<file path="src/rtl/frame_pkg.sv">
// Shared frame-timing constants and types for frame_sync and cp_remover.
package frame_pkg;

  localparam int unsigned FFT_LEN    = 256;
  localparam int unsigned CP1_LEN    = 20;
  localparam int unsigned CP2_LEN    = 18;
  localparam int unsigned MAX_CP_LEN = 20;
  localparam int unsigned SYM_PER_SF = 14;

  // tuser bit positions: {SSS, PBCH}
  localparam int unsigned TUSER_PBCH = 0;
  localparam int unsigned TUSER_SSS  = 1;
  localparam int unsigned TUSER_W    = 2;

  typedef enum logic [1:0] {
    CP_IDLE,
    CP_SKIP,
    CP_PASS
  } cp_state_e;

endpackage

</file>
<file path="src/rtl/cp_remover.sv">
// Strips the cyclic prefix (keeping CP_ADVANCE samples of margin) and emits
// FFT_LEN-sample tlast-framed symbols tagged with PBCH/SSS flags.
module cp_remover #(
  parameter int unsigned IN_DW      = 32,
  parameter int unsigned FFT_LEN    = frame_pkg::FFT_LEN,
  parameter int unsigned MAX_CP_LEN = frame_pkg::MAX_CP_LEN,
  parameter int unsigned CP_ADVANCE = 2,
  parameter int unsigned SYM_CNT_W  = 16
) (
  input  logic                          clk_i,
  input  logic                          reset_i,
  input  logic [IN_DW-1:0]              s_axis_in_tdata,
  input  logic                          s_axis_in_tvalid,
  input  logic                          symbol_start_i,
  input  logic [$clog2(MAX_CP_LEN)-1:0] CP_len_i,
  input  logic                          PBCH_start_i,
  input  logic                          SSS_start_i,
  output logic [IN_DW-1:0]              m_axis_out_tdata,
  output logic                          m_axis_out_tvalid,
  output logic                          m_axis_out_tlast,
  output logic [1:0]                    m_axis_out_tuser,
  output logic [SYM_CNT_W-1:0]          sym_cnt_o,
  output logic                          sym_err_o
);
  import frame_pkg::*;

  localparam int unsigned CP_W  = $clog2(MAX_CP_LEN);
  localparam int unsigned OUT_W = $clog2(FFT_LEN);

  cp_state_e            state_q, state_d;
  logic [CP_W-1:0]      skip_cnt_q, skip_cnt_d;
  logic [CP_W-1:0]      skip_tgt_q, skip_tgt_d;
  logic [OUT_W-1:0]     out_cnt_q, out_cnt_d;
  logic [TUSER_W-1:0]   pend_q, pend_d;
  logic [TUSER_W-1:0]   tag_q, tag_d;
  logic [SYM_CNT_W-1:0] sym_cnt_q, sym_cnt_d;
  logic [IN_DW-1:0]     tdata_q, tdata_d;
  logic                 tvalid_q, tvalid_d;
  logic                 tlast_q, tlast_d;
  logic [TUSER_W-1:0]   tuser_q, tuser_d;
  logic                 err_q, err_d;
  logic [TUSER_W-1:0]   tag_pulse;
  logic [CP_W-1:0]      skip_len;

  // Current symbol is advanced first; a symbol_start then (re)starts a new one on the same sample.
  always_comb begin
    state_d    = state_q;
    skip_cnt_d = skip_cnt_q;
    skip_tgt_d = skip_tgt_q;
    out_cnt_d  = out_cnt_q;
    pend_d     = pend_q;
    tag_d      = tag_q;
    sym_cnt_d  = sym_cnt_q;
    tdata_d    = tdata_q;
    tvalid_d   = 1'b0;
    tlast_d    = 1'b0;
    tuser_d    = tuser_q;
    err_d      = 1'b0;

    tag_pulse             = '0;
    tag_pulse[TUSER_PBCH] = PBCH_start_i;
    tag_pulse[TUSER_SSS]  = SSS_start_i;
    skip_len = (CP_len_i > CP_W'(CP_ADVANCE)) ? CP_len_i - CP_W'(CP_ADVANCE) : '0;

    if (s_axis_in_tvalid) begin
      pend_d = pend_q | tag_pulse;

      case (state_q)
        CP_SKIP: begin
          if (symbol_start_i) begin
            err_d = 1'b1;
          end else begin
            skip_cnt_d = skip_cnt_q + 1'b1;
            if (skip_cnt_d == skip_tgt_q) state_d = CP_PASS;
          end
        end
        CP_PASS: begin
          if (symbol_start_i && (out_cnt_q != OUT_W'(FFT_LEN - 1))) begin
            err_d = 1'b1;
          end else begin
            tvalid_d = 1'b1;
            tdata_d  = s_axis_in_tdata;
            tuser_d  = tag_q;
            if (out_cnt_q == OUT_W'(FFT_LEN - 1)) begin
              tlast_d   = 1'b1;
              out_cnt_d = '0;
              sym_cnt_d = sym_cnt_q + 1'b1;
              state_d   = CP_IDLE;
            end else begin
              out_cnt_d = out_cnt_q + 1'b1;
            end
          end
        end
        default: ;
      endcase

      if (symbol_start_i) begin
        tag_d      = pend_d;
        pend_d     = '0;
        skip_cnt_d = CP_W'(1);
        skip_tgt_d = skip_len;
        out_cnt_d  = '0;
        if (skip_len == '0) begin
          state_d = CP_PASS;
          // A start sample already used as the previous tlast cannot be emitted twice.
          if (!tlast_d) begin
            tvalid_d  = 1'b1;
            tdata_d   = s_axis_in_tdata;
            tuser_d   = tag_d;
            out_cnt_d = OUT_W'(1);
          end
        end else if (skip_len == CP_W'(1)) begin
          state_d = CP_PASS;
        end else begin
          state_d = CP_SKIP;
        end
      end
    end
  end

  always_ff @(posedge clk_i) begin
    if (reset_i) begin
      state_q    <= CP_IDLE;
      skip_cnt_q <= '0;
      skip_tgt_q <= '0;
      out_cnt_q  <= '0;
      pend_q     <= '0;
      tag_q      <= '0;
      sym_cnt_q  <= '0;
      tdata_q    <= '0;
      tvalid_q   <= 1'b0;
      tlast_q    <= 1'b0;
      tuser_q    <= '0;
      err_q      <= 1'b0;
    end else begin
      state_q    <= state_d;
      skip_cnt_q <= skip_cnt_d;
      skip_tgt_q <= skip_tgt_d;
      out_cnt_q  <= out_cnt_d;
      pend_q     <= pend_d;
      tag_q      <= tag_d;
      sym_cnt_q  <= sym_cnt_d;
      tdata_q    <= tdata_d;
      tvalid_q   <= tvalid_d;
      tlast_q    <= tlast_d;
      tuser_q    <= tuser_d;
      err_q      <= err_d;
    end
  end

  assign m_axis_out_tdata  = tdata_q;
  assign m_axis_out_tvalid = tvalid_q;
  assign m_axis_out_tlast  = tlast_q;
  assign m_axis_out_tuser  = tuser_q;
  assign sym_cnt_o         = sym_cnt_q;
  assign sym_err_o         = err_q;

endmodule
</file>
<file path="config.mk">
export PLATFORM = sky130hd
export DESIGN_NAME = cp_remover
export DESIGN_NICKNAME = d
export VERILOG_FILES = /design/src/rtl/frame_pkg.sv /design/src/rtl/cp_remover.sv
export SDC_FILE = /design/constraint.sdc
export NUM_CORES = 1
export LEC_CHECK = 0
export ABC_AREA = 0
export CAP_MARGIN = 10
export CORE_AREA = 10 10 99 101
export CTS_BUF_LIST = sky130_fd_sc_hd__clkbuf_4 sky130_fd_sc_hd__clkbuf_8 sky130_fd_sc_hd__clkbuf_16
export CTS_CLUSTER_SIZE = 8
export DETAILED_ROUTE_END_ITERATION = 10
export DIE_AREA = 0 0 109 111
export PLACE_DENSITY = 0.86
export SYNTH_ARGS = -nofsm -noshare
export SYNTH_HDL_FRONTEND = slang
export SYNTH_SLANG_ARGS = --single-unit
</file>
<file path="constraint.sdc">
create_clock -name clk_i -period 2.4 [get_ports clk_i]
set_input_delay 0.48 -clock clk_i [delete_from_list [all_inputs] [get_ports clk_i]]
set_output_delay 0.48 -clock clk_i [all_outputs]
set_load 0.005 [all_outputs]
</file>
# [After elaboration in Yosys (flattened, before gate mapping)]
# Index checks and enable logic that the tools add are counted.
[totals] input_bits=43 out_inout_bits=53 elab_cells=80 register_bits=77
[op_classes] n_lt_le_gt_ge=1 reduce_logical=11 add_sub_neg=4 muxes=39 eq_ne=10 n_bitwise=3
[op_table] operator="$mux 32" n=5
[op_table] operator="$mux 8" n=4
[op_table] operator="$mux 2" n=12
[op_table] operator="$add 16x1->16 const B" n=1
[op_table] operator="$mux 5" n=3
[op_table] operator="$mux 1" n=13
[op_table] operator="$ne 3x3->1 const B" n=3
[op_table] operator="$add 8x1->8 const B" n=1
[op_table] operator="$eq 8x8->1 const B" n=1
[op_table] operator="$ne 8x8->1 const B" n=1
[op_table] operator="$add 5x1->5 const B" n=1
[op_table] operator="$eq 5x1->1 const B" n=1
[op_table] operator="$eq 5x5->1" n=1
[op_table] operator="$gt 5x2->1 const B" n=1
[op_table] operator="$logic_not 5->1" n=1
[op_table] operator="$reduce_and 5->1" n=1
[op_table] operator="$sub 5x2->5 const B" n=1
[op_table] operator="$pmux 2 s2" n=1
[op_table] operator="$reduce_and 2->1" n=2
[op_table] operator="$reduce_and 4->1" n=1
[op_table] operator="$reduce_bool 2->1" n=2
[op_table] operator="$reduce_and 3->1" n=1
[op_table] operator="$reduce_bool 3->1" n=1
[op_table] operator="$eq 2x1->1 const B" n=1
[op_table] operator="7 further kinds" n=8

# [Depth between registers and ports, before layout]
# Gate-level depths: netlist of the first run.
[logic_depth] ltp_word=8 ltp_mapped=9 mapped_depth_nobuf=7

# [Least setup slack after synthesis of the first run]
# No wires, ideal clock.
[synth_timing] path_kind="input -> register" start="in CP_len_i[1]" end="reg tdata_q[10], in the netlist m_axis_out_tdata[10]" arrival_time_ns=2.079 path_slack_ns=0.249 setup_time_ns=0.072 stages=9 required_time_ns=2.328 n_path_buf=2 path_cell_list="inv_2 ha_1 inv_1 maj3_2 a2111oi_4 o21a_1 buf_6 buf_12 mux2i_1"
[synth_between] elab_chain_cells=5 word_cells_on_any_way=6 classes_between="add/sub (1); order compare (1); mux (3); reduce/logical (1)"
[synth_rtl] item="start: declaration" line_no="cp_remover.sv:15" rtl="input logic [$clog2(MAX_CP_LEN)-1:0] CP_len_i,"
[synth_rtl] item="$sub 5x2->5 / $gt 5x2->1 (equally long branches)" line_no="cp_remover.sv:63" rtl="skip_len = (CP_len_i > CP_W'(CP_ADVANCE)) ? CP_len_i - CP_W'(CP_ADVANCE) : '0;"
[synth_rtl] item="$mux 5 *" line_no="cp_remover.sv:63"
[synth_rtl] item="$logic_not 5->1 *" line_no="cp_remover.sv:103" rtl="if (skip_len == '0) begin"
[synth_rtl] item="$mux 32 *" line_no="cp_remover.sv:103"
[synth_rtl] item="$mux 32 *" line_no="cp_remover.sv:97" rtl="if (symbol_start_i) begin"
[synth_rtl] item="end signal: assignment" line_no="cp_remover.sv:143" rtl="tdata_q <= tdata_d;"
[synth_rtl] item="end: declaration" line_no="cp_remover.sv:37" rtl="logic [IN_DW-1:0] tdata_q, tdata_d;"
# Every way passes the cells marked *; elsewhere a longest branch is shown, timed or not.
# A chain may end at the register's enable or synchronous reset.

# [Final worst setup path of the first run]
[layout_timing] start="in CP_len_i[1]" end="reg tdata_q[5], in the netlist m_axis_out_tdata[5]"
# The elaborated chain is that of the path after synthesis.

==> results of run 1 <==
-- metrics by stage --
stage | std cells | cell area, µm²
after floorplan | 408 | 3720
after global placement | 608 | 4840
after detailed placement | 608 | 4840
after CTS | 624 | 5020
after global routing | 624 | 5020
final | 624 | 5020
-- power by group through the flow --
| stage | Clock, mW | Combinational, mW | Sequential, mW |
|---|---|---|---|
| 5_1_grt | 0.993 | 0.331 | 1.32 |
| 4_1_cts | 0.938 | 0.304 | 1.32 |
| 2_1_floorplan | 0 | 0.156 | 1.35 |
| 3_3_place_gp | 0 | 0.292 | 1.35 |
| 6_report | 0.911 | 0.303 | 1.32 |
| 3_5_place_dp | 0 | 0.301 | 1.35 |
-- cells in the final DEF (no fill, tap or decap), types with 6 or more instances in the layout --
| cell | synthesis | routed |
|---|---|---|
| buf_4 | 0 | 18 |
| nand2b_1 | 67 | 67 |
| nand4_1 | 10 | 10 |
| xnor2_1 | 8 | 8 |
| nand3_1 | 12 | 12 |
| inv_1 | 9 | 9 |
| ha_1 | 6 | 6 |
| clkdlybuf4s50_1 | 0 | 94 |
| xor2_1 | 16 | 16 |
| nor2_1 | 35 | 35 |
| clkbuf_8 | 0 | 9 |
| nor3_1 | 8 | 8 |
| dfxtp_1 | 77 | 77 |
| nand2_1 | 24 | 24 |
| o21ai_0 | 16 | 16 |
| mux2i_1 | 33 | 33 |
| a21oi_1 | 13 | 13 |
| and3_1 | 6 | 6 |
-- metal layers --
layer / vias up / wire length [µm] / global-route usage [%]
met5: - / 0 / 0
met4: 0 / 114 / 4.84
met2: 76 / 5050 / 28.7
li1: 1611 / - / -
met3: 13 / 569 / 4.94
met1: 1536 / 3680 / 17.2
-- Yosys cell counts (2+ instances only) --
| cell type | count | area [µm²] |
|---|---|---|
| a211oi_1 | 2 | 15.0 |
| a21boi_0 | 2 | 15.0 |
| a21oi_1 | 13 | 65.1 |
| a311oi_1 | 2 | 17.5 |
| a31oi_1 | 3 | 18.8 |
| and2_1 | 2 | 12.5 |
| and3_1 | 6 | 37.5 |
| and4_1 | 3 | 26.3 |
| buf_12 | 3 | 60.1 |
| clkbuf_1 | 15 | 56.3 |
| dfxtp_1 | 77 | 1540 |
| ha_1 | 6 | 75.1 |
| inv_1 | 9 | 33.8 |
| mux2i_1 | 33 | 330 |
| nand2_1 | 24 | 90.1 |
| nand2b_1 | 67 | 419 |
| nand3_1 | 12 | 60.1 |
| nand4_1 | 10 | 62.6 |
| nor2_1 | 35 | 131 |
| nor2b_1 | 5 | 31.3 |
| nor3_1 | 8 | 40.0 |
| nor3b_1 | 3 | 22.5 |
| nor4_1 | 2 | 12.5 |
| nor4_4 | 2 | 42.5 |
| o2111ai_1 | 2 | 17.5 |
| o21a_1 | 2 | 15.0 |
| o21ai_0 | 16 | 80.1 |
| o311ai_0 | 2 | 17.5 |
| or3_1 | 4 | 25.0 |
| xnor2_1 | 8 | 70.1 |
| xor2_1 | 16 | 140 |
-- sequential cells by signal (all words and copies together) (netlist names) --
| register | count |
|---|---|
| state_q | 2 |
| pend_q | 2 |
| skip_tgt_q | 5 |
| sym_cnt_o | 16 |
| m_axis_out_tvalid | 1 |
| tag_q | 2 |
| m_axis_out_tdata | 32 |
| m_axis_out_tlast | 1 |
| skip_cnt_q | 5 |
| out_cnt_q | 8 |
| sym_err_o | 1 |
| m_axis_out_tuser | 2 |
-- area by class of cell --
cell class | instances | area share (%)
repair buffers | 115 | 22.3
multi-input cells | 301 | 40.0
well taps | 105 | 2.61
clock buffers | 9 | 2.47
flip-flops and latches | 77 | 30.7
clock inverters | 7 | 1.15
inverters | 10 | 0.747
-- repair_timing --
item,CTS,global route
resized for setup,0,1
hold endpoints to repair,0,0
endpoints found under the setup margin,0,3
-- kinds of logic after synthesis --
kind of cell / Yosys count / share of synthesized area [%]
simple gates: 184 / 27.4
fa+ha+maj: 7 / 2.32
xor+xnor: 24 / 5.65
mux: 33 / 8.88
compound gates: 53 / 9.69
buf+inv: 30 / 4.58
flops: 77 / 41.5
-- worst paths after layout --
| kind | from | to | slack (ns) | cells past startpoint |
|---|---|---|---|---|
| worst min-delay path | m_axis_out_tdata[11]$_SDFFE_PP0P_ | m_axis_out_tdata[11]$_SDFFE_PP0P_ | 0.48 | 2 |
| worst min register to register | m_axis_out_tdata[11]$_SDFFE_PP0P_ | m_axis_out_tdata[11]$_SDFFE_PP0P_ | 0.48 | 2 |
| worst max register to register | skip_cnt_q[0]$_SDFFE_PP0P_ | state_q[1]$_SDFFE_PP0P_ | 0.38 | 6 |
| worst max-delay path | CP_len_i[1] | m_axis_out_tdata[5]$_SDFFE_PP0P_ | 0.14 | 9 |
-- critical path: cells and delay by family --
| kind | cells | cell delay, ns |
|---|---|---|
| AOI/OAI and AO/OA | 2 | 0.58 |
| adders and majority gates | 2 | 0.49 |
| muxes | 1 | 0.20 |
| buffers and inverters | 4 | 0.77 |
==> results by group, run 1 <==
Synthesis
  – Sequential fraction of the synthesis area: 41.5%
  – Cell count after synthesis: 408
  – Syn_nets: 457
  – Seq cells post-synth: 77
  – Yosys cell types: 45
  – YS warnings: 0
  – Post-synth EDFFs: 0
  – FFs w/ async S/R, synth: 0%
  – Main flop type after synthesis: dfxtp_1
  – Avg Cell Area, Syn: 9.11 µm²
  – Post-synthesis cell area: 3720 µm²

Power
  – Max VDD drop: 0.000258 V
  – Logic gate share of total power: 11.9%
  – Net Switching: 670 µW
  – Pwr per Cell Area: 504 nW/µm²
  – Clock Power Share: 35.9%
  – Internal power: 1.86 mW
  – Leak: 1.78 nW
  – Total power: 2.53 mW
  – Sw Share: 26.5%
  – Seq pwr share: 52.1%

CTS
  – CTS max path bufs: 2
  – Hold Buf Count CTS: 0
  – Root Driver: clkbuf_8
  – Clock Sink Count: 77
  – H-tree Lvls: 3
  – Clock-pin slew on the worst setup and hold paths: 0.09 ns
  – CTS tree: built
  – CTS buffer count: 9
  – Worst skew pair latency: 0.35 ns
  – Setup bufs post-CTS: 0

Detailed routing
  – WL final: 9.41 mm
  – Number of routed nets with antenna violations: 0
  – Routed vias: 3236
  – Vias per cell: 5.19
  – Initial DRC count: 136
  – Drt wl/cell: 15.1 µm
  – Drt first pass iters: 5
  – # DRC: 0

Timing
  – Worst setup margin: 0.138 ns
  – Setup TNS: 0 ns
  – Max-slew violations: 0
  – Max frequency: 442 MHz
  – Period minus WS final: 2.26 ns
  – Worst relative slew slack: 61.3%
  – Setup violations, final: 0
  – Final Skew: 0.0142 ns
  – Period utilization: 94.2%
  – Final Hold Viols: 0
  – Hold slack: 0.476 ns
  – RSZ-0062 raised after global routing: false
  – Worst Max-Slew Pin Slew: 0.574 ns

Floorplanning
  – Core area: 7970 µm²
  – Die H: 111 µm
  – Initial Utilization: 46.7%
  – Die Area: 12100 µm²
  – Die X: 109 µm
  – Rows: 33
  – I/O Pins: 96

GRT
  – Remaining Overflow, GRT: 0
  – Vias in the first global route: 3345
  – Largest net degree at the start of global routing: 35
  – Initial antenna violation count: 0
  – First-pass GRT wire length: 16.0 mm
  – Total GRT Usage: 16.0%

Critical path
  – CP max FO: 20
  – Crit path DAT: 2.53 ns
  – Worst path cell trace: clkdlybuf4s50_1, inv_2, ha_1, inv_1, maj3_2, a2111oi_4, o21a_2, buf_12, mux2i_1
  – Critical path type: input pin to flip-flop
  – CP peak stage delay: 0.43 ns
  – Max stage delay cell, worst path: clkdlybuf4s50_1
  – CP Launch Type: input pin
  – Critical Path RT: 2.67 ns
  – CP endpoint kind: flip-flop

Run
  – Max-cap violation count: 0

Finish
  – Area grow syn2layout: 35.1%
  – Share of layout cells above drive strength 1: 9.06%
  – Area of the multi-input gates: 2010 µm²
  – Final net count: 563
  – Sequential standard cell area: 1540 µm²
  – Util after Layout: 63.1%
  – FILL cells: 654
  – Inserted Diodes: 0

Placement
  – Hpwl dp: 7.14 mm
  – Gpl congestion: 0.851
  – PortBufs: 95
  – Pre-CTS setup slack: -0.236 ns

Outcome
  – Status: complete, no violations

Min path
  – Tightest Hold Check Type: flip-flop to flip-flop
No activity file was read; power rests on OpenSTA's default activity.
==> inputs of run 2 (changes only) <==
- PLACE_DENSITY: 0.86 -> 0.78
- SLEW_MARGIN: unset -> 5
==> run 2 against run 1 <==
Against the previous run:
- flip-flop and latch count stayed put
- register-to-register slack hardly changed
- maximum frequency hardly changed
- clock power is 4.4% lower
- clock skew is 0.0018 ns lower
- sequential share of layout area is 0.13 points higher
- final cell count is 0.16% lower
- worst hold slack worse by 0.0047 ns
- non-clock buffer count is 1 lower
- largest cell class unchanged
==> results by group, run 2 (same netlist as run 1, synthesis figures left out) <==
Min path
  – Tightest Hold Check Type: flip-flop to flip-flop (unchanged)

Timing
  – Setup violations, final: 0 (unchanged)
  – Period utilization: 94.3% (was 94.2%)
  – Final Skew: 0.0123 ns (was 0.0142 ns)
  – RSZ-0062 raised after global routing: false (unchanged)
  – Max-slew violations: 0 (unchanged)
  – Max frequency: 442 MHz (about the same)
  – Period minus WS final: 2.26 ns (about the same)
  – Worst relative slew slack: 65.1% (was 61.3%)
  – Worst Max-Slew Pin Slew: 0.519 ns (was 0.574 ns)
  – Hold slack: 0.472 ns (was 0.476 ns)
  – Final Hold Viols: 0 (unchanged)

Finish
  – FILL cells: 683 (was 654)
  – Final net count: 562 (was 563)
  – Most frequent cells in the layout: clkdlybuf4s50_1, dfxtp_1, nand2b_1, nor2_1, mux2i_1 (unchanged)
  – Area grow syn2layout: 34.6% (was 35.1%)
  – Share of layout cells above drive strength 1: 8.69% (was 9.06%)
  – Inserted Diodes: 0 (unchanged)
  – Most common cell after layout, fill and taps aside: clkdlybuf4s50_1 (unchanged)
  – Util after Layout: 62.8% (was 63.1%)
  – Fin area: 5000 µm² (was 5020 µm²)
  – Max FFs per register: 32 (unchanged)

Critical path
  – CP max FO: 21 (was 20)
  – CP Launch Type: input pin (unchanged)
  – Max stage delay cell, worst path: clkdlybuf4s50_1 (unchanged)
  – Critical path type: input pin to flip-flop (unchanged)
  – Worst path cell trace: clkdlybuf4s50_1, inv_2, ha_1, inv_1, maj3_2, a2111oi_4, o21a_2, buf_12, mux2i_1 (unchanged)
  – CP bufs+invs: 4 (unchanged)
  – Crit path DAT: 2.54 ns (was 2.53 ns)
  – CP peak stage delay: 0.44 ns (was 0.43 ns)
  – CP endpoint kind: flip-flop (unchanged)
  – Critical Path RT: 2.68 ns (was 2.67 ns)
  – CP top delay family: buffers and inverters (unchanged)

Detailed routing
  – Drt wl/cell: 15.0 µm (was 15.1 µm)
  – Initial DRC count: 115 (was 136)
  – Vias per cell: 5.12 (was 5.19)
  – # DRC: 0 (unchanged)
  – Routed vias: 3191 (was 3236)
  – Drt first pass iters: 4 (was 5)
  – Number of routed nets with antenna violations: 0 (unchanged)
  – WL final: 9.33 mm (was 9.41 mm)

CTS
  – Root Driver: clkbuf_8 (unchanged)
  – Worst skew pair latency: 0.35 ns (about the same)
  – CTS tree: built (unchanged)
  – Hold Buf Count CTS: 0 (unchanged)
  – Clock Sink Count: 77 (unchanged)
  – CTS buffer count: 9 (unchanged)
  – CTS max path bufs: 2 (unchanged)
  – Clock-pin slew on the worst setup and hold paths: 0.08 ns (was 0.09 ns)
  – H-tree Lvls: 3 (unchanged)

Placement
  – Gpl congestion: 0.858 (was 0.851)
  – PortBufs: 95 (unchanged)
  – Hpwl dp: 6.97 mm (was 7.14 mm)
  – Cell area after placement: 4830 µm² (was 4840 µm²)

GRT
  – Largest net degree at the start of global routing: 71 (was 35)
  – Total GRT Usage: 15.5% (was 16.0%)
  – Vias in the first global route: 3181 (was 3345)
  – Remaining Overflow, GRT: 0 (unchanged)
  – Initial antenna violation count: 0 (unchanged)
  – First-pass GRT wire length: 15.4 mm (was 16.0 mm)

Floorplanning
  – Initial Utilization: 46.7% (unchanged)
  – Die X: 109 µm (unchanged)
  – Rows: 33 (unchanged)
  – Core area: 7970 µm² (unchanged)
  – Die Area: 12100 µm² (unchanged)
  – Die H: 111 µm (unchanged)
  – I/O Pins: 96 (unchanged)

Power
  – Max VDD drop: 0.000340 V (was 0.000258 V)
  – Pwr per Cell Area: 498 nW/µm² (was 504 nW/µm²)
  – Leak: 1.78 nW (about the same)

Run
  – Max-cap violation count: 0 (unchanged)

Outcome
  – Status: complete, no violations (unchanged)
[run 2: cell count changes in the layout (fill, tap and decap cells not counted), sizes merged]
cell,previous run,this run
inv,14,10
buf,21,20
clkinvlp,2,1
clkbuf,9,10
clkinv,1,5
[run 2: what timing repair did]
item	CTS	global route
resized for setup	0	0
setup buffers	0	0
endpoints found under the setup margin	0	1
[run 2: final timing paths]
path / start / to / slack (ns) / cells after the start
min: m_axis_out_tdata[24]$_SDFFE_PP0P_ / m_axis_out_tdata[24]$_SDFFE_PP0P_ / 0.47 / 2
max: CP_len_i[1] / m_axis_out_tdata[0]$_SDFFE_PP0P_ / 0.14 / 9
min reg2reg: m_axis_out_tdata[24]$_SDFFE_PP0P_ / m_axis_out_tdata[24]$_SDFFE_PP0P_ / 0.47 / 2
max reg2reg: out_cnt_q[0]$_SDFFE_PP0P_ / m_axis_out_tuser[1]$_SDFFE_PP0P_ / 0.37 / 7
[run 2: worst reg2reg max path: stages, from the launching register on]
cell and delay [ns]:
dfxtp_1 0.34, ha_1 0.27, and3_1 0.22, nand2_1 0.22, a21boi_0 0.14, o21a_2 0.27, buf_12 0.16, o311ai_0 0.30
[run 2: report_power, final]
part / switching (mW) / internal (mW) / leakage (nW)
combinational: 0.130 / 0.169 / 1.07
sequential: 0.0182 / 1.30 / 0.623
clock: 0.486 / 0.385 / 0.0894
[run 2: area by class of cell]
type                    instances  area (µm²)  share of cell area [%]
multi-input cells             301        2010                    40.1
flip-flops and latches         77        1540                    30.8
repair buffers                114        1110                    22.3
clock buffers                  10         131                    2.63
well taps                     105         131                    2.63
clock inverters                 6        40.0                   0.800
inverters                      10        37.5                   0.750
[run 2: per-stage QoR]
step	power, mW	instances	worst slack (ns)	setup TNS [ns]
global route	2.60	623	0.0152	0
finish	2.49	623	0.136	0
global placement	1.64	607	-0.174	-5.30
floorplan	1.50	408	0.249	0
CTS	2.53	623	0.116	0
detailed placement	1.65	607	-0.247	-7.02
[run 2: metal layers]
metal / vias up / share of wire, % / track usage, % / wire length [µm]
met4: 0 / 2.7 / 8.09 / 256
met2: 70 / 49 / 25.4 / 4590
met3: 20 / 6.1 / 4.36 / 571
met1: 1490 / 42 / 17.8 / 3910
li1: 1611 / - / - / -
met5: - / 0 / 0 / 0
